### config.mk
export PLATFORM = sky130hd
export DESIGN_NAME = pc_fetch_sequencer
export DESIGN_NICKNAME = d
export VERILOG_FILES = /design/src/rtl/pc_fetch_sequencer.sv
export SDC_FILE = /design/constraint.sdc
export NUM_CORES = 1
export LEC_CHECK = 0
export BUFFER_PORTS_ARGS = -buffer_cell sky130_fd_sc_hd__buf_4
export CORE_UTILIZATION = 53
export CTS_BUF_LIST = sky130_fd_sc_hd__clkbuf_16
export CTS_CLUSTER_SIZE = 24
export DETAILED_ROUTE_END_ITERATION = 6
export GPL_ROUTABILITY_DRIVEN = 1
export PLACE_DENSITY = 0.82
export SLEW_MARGIN = 20
export SYNTH_ARGS = -nofsm -noshare
export SYNTH_HDL_FRONTEND = slang
export SYNTH_SLANG_ARGS = --single-unit
### constraint.sdc
create_clock -name Clk -period 14.9 [get_ports Clk]
set_input_delay 0.745 -clock Clk [delete_from_list [all_inputs] [get_ports Clk]]
set_output_delay 0.745 -clock Clk [all_outputs]
set_load 0.1 [all_outputs]
### src/rtl/pc_fetch_sequencer.sv
// pc_fetch_sequencer
//   Owns the program counter and sequences instruction fetches over a req/ack
//   handshake. Branch/jump redirects are applied directly in IDLE, or latched
//   and applied when the outstanding fetch completes. Any fetch that completes
//   while a redirect is pending (or arriving) is discarded.
//
//   Optional feature macro: FETCH_TIMEOUT_EN
//     When defined, a fetch that waits TIMEOUT_CYCLES cycles without an ack is
//     aborted. FetchError is then set and stays set until Reset. The same PC is
//     retried.
//     When undefined, WAIT is unbounded and FetchError is tied to 0.
//
// Ports
//   Clk, Reset                   clock (rising edge), asynchronous active-high reset
//   Stall                        decode not ready: no new fetch, output held
//   BranchTaken, BranchTarget    one-cycle branch redirect
//   Jump, JumpTarget             one-cycle jump redirect (wins over branch)
//   ImemReq, ImemAddr            registered fetch request / address
//   ImemAck, ImemData            memory response
//   InstrValid, Instr, InstrPC   delivered instruction and its address
//   PCResult                     current PC register
//   FetchError                   sticky fetch-timeout flag
module pc_fetch_sequencer #(
    parameter logic [31:0] RESET_PC       = 32'h0000_0000,
    parameter int unsigned PC_STEP        = 4,
    parameter int unsigned TIMEOUT_CYCLES = 16
) (
    input  logic        Clk,
    input  logic        Reset,
    input  logic        Stall,
    input  logic        BranchTaken,
    input  logic [31:0] BranchTarget,
    input  logic        Jump,
    input  logic [31:0] JumpTarget,
    output logic        ImemReq,
    output logic [31:0] ImemAddr,
    input  logic        ImemAck,
    input  logic [31:0] ImemData,
    output logic        InstrValid,
    output logic [31:0] Instr,
    output logic [31:0] InstrPC,
    output logic [31:0] PCResult,
    output logic        FetchError
);

    typedef enum logic [0:0] {StIdle, StWait} state_e;

    state_e      r_state,      w_state_d;
    logic [31:0] r_pc,         w_pc_d;
    logic        r_req,        w_req_d;
    logic [31:0] r_addr,       w_addr_d;
    logic        r_valid,      w_valid_d;
    logic [31:0] r_instr,      w_instr_d;
    logic [31:0] r_instr_pc,   w_instr_pc_d;
    logic        r_pending,    w_pending_d;
    logic [31:0] r_redir_tgt,  w_redir_tgt_d;

    logic        w_redir;
    logic [31:0] w_redir_tgt;

`ifdef FETCH_TIMEOUT_EN
    localparam int unsigned CNT_W = (TIMEOUT_CYCLES > 1) ? $clog2(TIMEOUT_CYCLES) : 1;
    logic [CNT_W-1:0] r_wait_cnt, w_wait_cnt_d;
    logic             r_error,    w_error_d;
`endif

    // Jump wins over branch when both arrive in the same cycle.
    assign w_redir     = Jump | BranchTaken;
    assign w_redir_tgt = Jump ? JumpTarget : BranchTarget;

    always_comb begin
        w_state_d     = r_state;
        w_pc_d        = r_pc;
        w_req_d       = r_req;
        w_addr_d      = r_addr;
        w_valid_d     = r_valid;
        w_instr_d     = r_instr;
        w_instr_pc_d  = r_instr_pc;
        w_pending_d   = r_pending;
        w_redir_tgt_d = r_redir_tgt;
`ifdef FETCH_TIMEOUT_EN
        w_wait_cnt_d  = r_wait_cnt;
        w_error_d     = r_error;
`endif

        // Consumed instruction drops; a redirect flushes the wrong-path one.
        if (r_valid && !Stall) w_valid_d = 1'b0;
        if (w_redir)           w_valid_d = 1'b0;

        unique case (r_state)
            StIdle: begin
                if (w_redir) begin
                    w_pc_d = w_redir_tgt;
                end else if (!Stall) begin
                    // Not stalled implies the held instruction (if any) is consumed.
                    w_req_d   = 1'b1;
                    w_addr_d  = r_pc;
                    w_state_d = StWait;
`ifdef FETCH_TIMEOUT_EN
                    w_wait_cnt_d = '0;
`endif
                end
            end
            StWait: begin
                if (ImemAck) begin
                    w_req_d     = 1'b0;
                    w_state_d   = StIdle;
                    w_pending_d = 1'b0;
                    if (w_redir) begin
                        w_pc_d = w_redir_tgt;
                    end else if (r_pending) begin
                        w_pc_d = r_redir_tgt;
                    end else begin
                        w_instr_d    = ImemData;
                        w_instr_pc_d = r_pc;
                        w_valid_d    = 1'b1;
                        w_pc_d       = r_pc + 32'(PC_STEP);
                    end
                end else begin
                    if (w_redir) begin
                        w_pending_d   = 1'b1;
                        w_redir_tgt_d = w_redir_tgt;
                    end
`ifdef FETCH_TIMEOUT_EN
                    if (r_wait_cnt == CNT_W'(TIMEOUT_CYCLES - 1)) begin
                        // Abort: PC keeps the failed address unless a redirect is due.
                        w_req_d     = 1'b0;
                        w_error_d   = 1'b1;
                        w_state_d   = StIdle;
                        w_pending_d = 1'b0;
                        if (w_redir) begin
                            w_pc_d = w_redir_tgt;
                        end else if (r_pending) begin
                            w_pc_d = r_redir_tgt;
                        end
                    end else begin
                        w_wait_cnt_d = r_wait_cnt + CNT_W'(1);
                    end
`endif
                end
            end
            default: w_state_d = StIdle;
        endcase
    end

    always_ff @(posedge Clk or posedge Reset) begin
        if (Reset) begin
            r_state     <= StIdle;
            r_pc        <= RESET_PC;
            r_req       <= 1'b0;
            r_addr      <= RESET_PC;
            r_valid     <= 1'b0;
            r_instr     <= 32'h0;
            r_instr_pc  <= 32'h0;
            r_pending   <= 1'b0;
            r_redir_tgt <= 32'h0;
        end else begin
            r_state     <= w_state_d;
            r_pc        <= w_pc_d;
            r_req       <= w_req_d;
            r_addr      <= w_addr_d;
            r_valid     <= w_valid_d;
            r_instr     <= w_instr_d;
            r_instr_pc  <= w_instr_pc_d;
            r_pending   <= w_pending_d;
            r_redir_tgt <= w_redir_tgt_d;
        end
    end

`ifdef FETCH_TIMEOUT_EN
    always_ff @(posedge Clk or posedge Reset) begin
        if (Reset) begin
            r_wait_cnt <= '0;
            r_error    <= 1'b0;
        end else begin
            r_wait_cnt <= w_wait_cnt_d;
            r_error    <= w_error_d;
        end
    end
    assign FetchError = r_error;
`else
    assign FetchError = 1'b0;
`endif

    assign ImemReq    = r_req;
    assign ImemAddr   = r_addr;
    assign InstrValid = r_valid;
    assign Instr      = r_instr;
    assign InstrPC    = r_instr_pc;
    assign PCResult   = r_pc;

endmodule

==> qor.yml, run 1 <==
coreArea_sq_um: 14000
cts_tree: "built"
routedWlPerCell_microns: 17.7
worst_path_most_repeated_cell: "buf_4"
critPathLaunchType: "input port"
status: "completed"
start_util_pct: 55.2
power_density_nw_per_um2: 238
leakagePower_nw: 4.99
hp-class: "flip-flop to flip-flop"
critical_path_class: "input port to flip-flop"
ant_nets: 0
die_area_sq_um: 15100
r2r_cells: 5
final_cell_mix: "242 x nand2_1, 237 x buf_4, 164 x dfrtp_1"
finClkSkew_ns: 0.00753
grt_max_degree: 94
fmax_mhz: 320
first_pass_iters: 6
drcViolationCount: 0
setup-violations-final: 0
worst-path-buf-inv: 2
crit_cells: 6
layout_setup_ws_ns: 11.78
fillers: 1050
syn_area_sq_um: 7750
ir_drop_uv: 156
worst_pin_slew_ns: 1.04
finalHoldViolCount: 0
portBuffers: 231
postCtsSetupBuffers: 0
hpwlAfterDp_microns: 14300
ctsResizeCount: 0
routed_wl_microns: 21300
clockRootBuffer: "clkbuf_16"
grt-ovfl-total: 0
fin_util_pct: 71.7
clock_latency_ns: 0.43
cp.arrival_ns: 3.40
fp.dieW_microns: 123
path_cells: "buf_4 -> or2_1 -> o21ai_4 -> nor2_4 -> buf_4 -> a21oi_1"
rows: 43
nets: 1111
postCtsHoldBufs: 0
syn_area_per_cell_sq_um: 9.54
layout-drive-gt1-share_pct: 31.0
synth-async-reset-ratio_pct: 100
final.min_clock_period_ns: 3.12
period_share_pct: 20.9
num_io_pins: 233
dieHeight_microns: 123
ys_ff_latch: 164
fin_setup_tns_ns: 0
required_ns: 15.18
vias: 6837
cp_slowest_stage_delay_ns: 0.56
viasPerCell: 5.69
slew_viol_final: 0
synth_cell_types: 61
cts_max_level: 4
grt_pass1_wl_microns: 33000
grt_pass1_vias: 6296
antenna_found_initial: 0
synth_warnings: 0
diodes: 0
whs_path_depth: 2
drv_cap: 0
pre_cts_ws_ns: 11.39
cp_top_family: "buffers and inverters"
crit_fanout: 49
slowest_stage: "nor2_4"
ys_seq_area_share_pct: 53.0
synth_edf_count: 0
synthesis.nets: 915
final_common_cell: "nand2_1"
synth_top_flop_cell: "dfrtp_1"
slew_headroom_pct: 30.6
clkSinkCount: 164
rsz0062_at_grt: "no"
drtIter0Drc: 584
syn_inst: 812
clkTransAtPathRegs_ns: 0.06
synthToLayoutAreaGrowth_pct: 30.0
critPathCaptureType: "flip-flop"
clk_path_buf_depth: 2
gr-usage-all-layers_pct: 28.9
gp_congestion: 0.812
numCtsBuffers: 17
-- path summary, 6_finish.rpt --
check	startpoint	end	slack [ns]
max	Jump	PCResult[10]	11.78
max in group asynchronous	Reset	PCResult[1]	12.96
min in group asynchronous	Reset	Instr[6]	0.49
min reg2reg	InstrPC[27]	InstrPC[27]	0.47
max reg2reg	r_state	PCResult[10]	12.33
min	InstrPC[27]	InstrPC[27]	0.47
-- sequential cells by signal, indices dropped and copies added, names as in the netlist --
name and cells:
ImemAddr 32, InstrPC 32, Instr 32, PCResult 32, r_redir_tgt 32, ImemReq 1, InstrValid 1, r_pending 1
r_state 1
-- routing by layer --
| metal | share of wire [%] | GRT usage (%) | wire length [microns] | vias up |
|---|---|---|---|---|
| li1 | - | - | - | 3178 |
| met1 | 40 | 37.8 | 8580 | 3239 |
| met2 | 47 | 46.2 | 10100 | 377 |
| met3 | 10 | 7.56 | 2230 | 43 |
| met4 | 1.8 | 10.6 | 377 | 0 |
| met5 | 0 | 0 | 0 | - |
-- where the power goes --
part	internal [mW]	switching, mW
combinational	0.244	1.00
clock	0.282	0.184
sequential	0.581	0.106
total	1.11	1.29
-- Yosys cell counts, types with 2 or more instances --
cell | count | share of area [%]
a211oi_1 | 2 | 0.19
a21o_1 | 2 | 0.19
a21oi_1 | 34 | 2.2
a221o_1 | 2 | 0.26
a221oi_1 | 4 | 0.45
a22o_1 | 4 | 0.45
a22oi_1 | 4 | 0.39
a2bb2oi_1 | 2 | 0.23
a311oi_1 | 2 | 0.23
a31oi_1 | 9 | 0.73
and3_1 | 7 | 0.57
and4_1 | 7 | 0.79
buf_1 | 2 | 0.097
buf_2 | 25 | 1.6
buf_4 | 14 | 1.4
buf_6 | 2 | 0.29
clkbuf_1 | 17 | 0.82
dfrtp_1 | 164 | 53
inv_1 | 5 | 0.24
mux2_2 | 33 | 4.8
mux2i_1 | 34 | 4.4
nand2_1 | 243 | 12
nand2b_1 | 3 | 0.24
nand3_1 | 12 | 0.78
nand4_1 | 14 | 1.1
nor2_1 | 32 | 1.6
nor2b_1 | 3 | 0.24
nor3_1 | 13 | 0.84
nor4_1 | 2 | 0.16
nor4_2 | 2 | 0.32
o211ai_1 | 3 | 0.29
o21a_1 | 2 | 0.19
o21ai_0 | 65 | 4.2
o21ai_1 | 5 | 0.32
o221ai_1 | 2 | 0.23
o22a_1 | 2 | 0.23
xnor2_1 | 3 | 0.34
xor2_1 | 8 | 0.90
-- through the flow --
stage | power (mW) | std cells | cell area [sq um] | hold WS, ns
global placement | 1.92 | 1169 | 9440 | 0.455
floorplan | 1.66 | 812 | 7750 | 0.442
detailed placement | 1.94 | 1169 | 9440 | 0.464
global route | 2.49 | 1201 | 10100 | 0.496
CTS | 2.41 | 1201 | 10100 | 0.480
finish | 2.40 | 1201 | 10100 | 0.474
-- cells by family after synthesis --
group                      Yosys count  synth area share (%)
buffers and inverters               66                  4.47
and+or+nand+nor                    350                  20.0
AOI/OAI and AO/OA                  151                  11.8
DFF                                164                  53.0
adders and majority gates            1                 0.161
xor gates and xnor gates            11                  1.24
muxes                               68                  9.34
other                                1                0.0484
-- area by class of cell --
class / instances / area (sq um) / area share (%)
inverter: 6 / 27.5 / 0.273
tap: 180 / 225 / 2.24
clock buffer: 17 / 425 / 4.22
sequential: 164 / 4100 / 40.8
timing repair buffer: 237 / 1780 / 17.7
multi-input combinational: 582 / 3310 / 32.8
clock inverter: 15 / 203 / 2.01
-- tightest hold or removal path: cells and delay by family (launching register included) --
family / cells / cell delay, ns
and+or+nand+nor: 2 / 0.10
DFF: 1 / 0.34
Note: power is estimated with default switching activity, not from simulation.
==> inputs of run 2 (changes only) <==
--- a/config.mk
+++ b/config.mk
@@ -6,12 +6,12 @@
 export NUM_CORES = 1
 export LEC_CHECK = 0
 export BUFFER_PORTS_ARGS = -buffer_cell sky130_fd_sc_hd__buf_4
-export CORE_UTILIZATION = 53
+export CORE_UTILIZATION = 47
 export CTS_BUF_LIST = sky130_fd_sc_hd__clkbuf_16
 export CTS_CLUSTER_SIZE = 24
 export DETAILED_ROUTE_END_ITERATION = 6
 export GPL_ROUTABILITY_DRIVEN = 1
-export PLACE_DENSITY = 0.82
+export PLACE_DENSITY = 0.77
 export SLEW_MARGIN = 20
 export SYNTH_ARGS = -nofsm -noshare
 export SYNTH_HDL_FRONTEND = slang
==> constraint.sdc (replaced) <==
create_clock -name Clk -period 2.66 [get_ports Clk]
set_input_delay 0.133 -clock Clk [delete_from_list [all_inputs] [get_ports Clk]]
set_output_delay 0.133 -clock Clk [all_outputs]
set_load 0.1 [all_outputs]
==> qor.yml, run 2 (synthesized netlist as in run 1, its figures left out) <==
status: "completed"
worst_pin_slew_ns: 0.610  # -0.427 ns
rsz0062_at_grt: "no"
cp.arrival_ns: 2.70  # -0.70 ns
critPathCaptureType: "flip-flop"
fp.dieW_microns: 130  # +6.1%
leakagePower_nw: 5.20  # +4.2%
grt_pass1_wl_microns: 35700  # +8.1%
grt-ovfl-total: 0  # unchanged
fmax_mhz: 414
routed_wl_microns: 23300  # +9.4%
ctsResizeCount: 0  # unchanged
use_met3_pct: 6.72  # -0.85 points
final_cell_mix: "247 x buf_4, 242 x nand2_1, 164 x dfrtp_1"
setup-violations-final: 0  # unchanged
grt_max_degree: 79  # -16%
vias: 7068  # +3.4%
cts_tree: "built"
dp_cells: 1220  # +4.4%
period_share_pct: 90.8
clockRootBuffer: "clkbuf_16"
final_common_cell: "buf_4"
diodes: 0  # unchanged
clock_latency_ns: 0.43  # about the same
die_area_sq_um: 17000  # +13%
slew_viol_final: 0  # unchanged
hpwlAfterDp_microns: 15500  # +8.6%
antenna_found_initial: 0  # unchanged
fin_setup_tns_ns: 0  # unchanged
nets: 1163  # +4.7%
final.min_clock_period_ns: 2.42
clkTransAtPathRegs_ns: 0.07  # about the same
clk_path_buf_depth: 2  # unchanged
rows: 46  # +7.0%
drv_cap: 0  # unchanged
clkSinkCount: 164  # unchanged
dieHeight_microns: 130  # +6.1%
grt_pass1_vias: 6711  # +6.6%
numCtsBuffers: 17  # unchanged
finalNonFillerCells: 1289  # +7.3%
power_density_nw_per_um2: 1260  # +430%
slew_headroom_pct: 59.2  # +29 points
required_ns: 2.95  # -12.23 ns
synthToLayoutAreaGrowth_pct: 36.9
num_io_pins: 233  # unchanged
finClkSkew_ns: 0.00883  # +0.00130 ns
use_met2_pct: 44.6  # -1.6 points
cts_max_level: 4  # unchanged
routedWlPerCell_microns: 18.1  # +2.0%
gp_congestion: 0.848  # +4.5%
drtIter0Drc: 543  # -7.0%
drcViolationCount: 0  # unchanged
use_met1_pct: 36.4  # -1.4 points
critPathLaunchType: "flip-flop"
crit_fanout: 10  # -80%
critical_path_class: "flip-flop to flip-flop"
ant_nets: 0  # unchanged
portBuffers: 231  # unchanged
gr-usage-all-layers_pct: 27.7  # -1.1 points
coreArea_sq_um: 16000  # +14%
ir_drop_uv: 839  # +440%
viasPerCell: 5.48  # -3.7%
hp-class: "input port to flip-flop"
layout-drive-gt1-share_pct: 30.9  # -0.11 points
first_pass_iters: 7  # +1
grt-busiest-layer: "met2"
postCtsSetupBuffers: 0  # unchanged
start_util_pct: 48.4  # -6.8 points
finalHoldViolCount: 0  # unchanged
[run 2: final timing paths]
| path | cells after the start | startpoint | slack (ns) | to |
|---|---|---|---|---|
| hold / removal | 3 | BranchTarget[7] | 0.006 | r_redir_tgt[7] |
| min in group asynchronous | 4 | Reset | 0.43 | PCResult[20] |
| setup / recovery | 6 | PCResult[2] | 0.24 | PCResult[30] |
| max in group asynchronous | 4 | Reset | 1.78 | InstrPC[11] |
| setup reg to reg | 6 | PCResult[2] | 0.24 | PCResult[30] |
| hold reg to reg | 2 | InstrPC[28] | 0.48 | InstrPC[28] |
[run 2: cell type report]
cell class                 count  area [sq um]
fill                        1247          5400
sequential                   164          4100
multi-input combinational    582          3310
clock inverter                15           145
timing repair buffer         289          2320
inverter                       6          26.3
clock buffer                  17           425
tap                          216           270
[run 2: through the flow]
stage                     power, mW  instance area (sq um)  hold slack, ns  util (%)  setup slack [ns]
after detailed placement       10.9                   9660           0.290      60.4             0.339
after CTS                      13.4                  10600         0.00292      66.3             0.295
after global routing           13.8                  10600          0.0172      66.3             0.134
final                          13.4                  10600         0.00558      66.3             0.244
after global placement         10.8                   9660           0.287      60.4             0.486
after floorplan                9.29                   7750           0.223         -            0.0833
[run 2: report_power, final]
part           internal, mW  switching [mW]
combinational          1.44            5.68
clock                  1.31            1.08
sequential             3.26           0.584
[run 2: critical path, cell delays in order (launching register included)]
cell and delay, ns:
dfrtp_1 0.49, ha_1 0.25, and4_1 0.40, and4_1 0.51, nand4_1 0.22, o41ai_2 0.31, a2bb2oi_1 0.10
[run 2: what timing repair did]
| item | CTS | global route |
|---|---|---|
| hold buffers | 37 | 0 |
| hold endpoints to repair | 199 | 0 |
| endpoints found under the setup margin | 0 | 0 |
[run 2: metal layers]
layer,vias to the layer above,part of all wire (%),wire length (microns)
li1,3288,-,-
met1,3366,42,9750
met2,364,47,10900
met3,50,8.9,2070
met4,0,2.4,569
met5,-,0,0
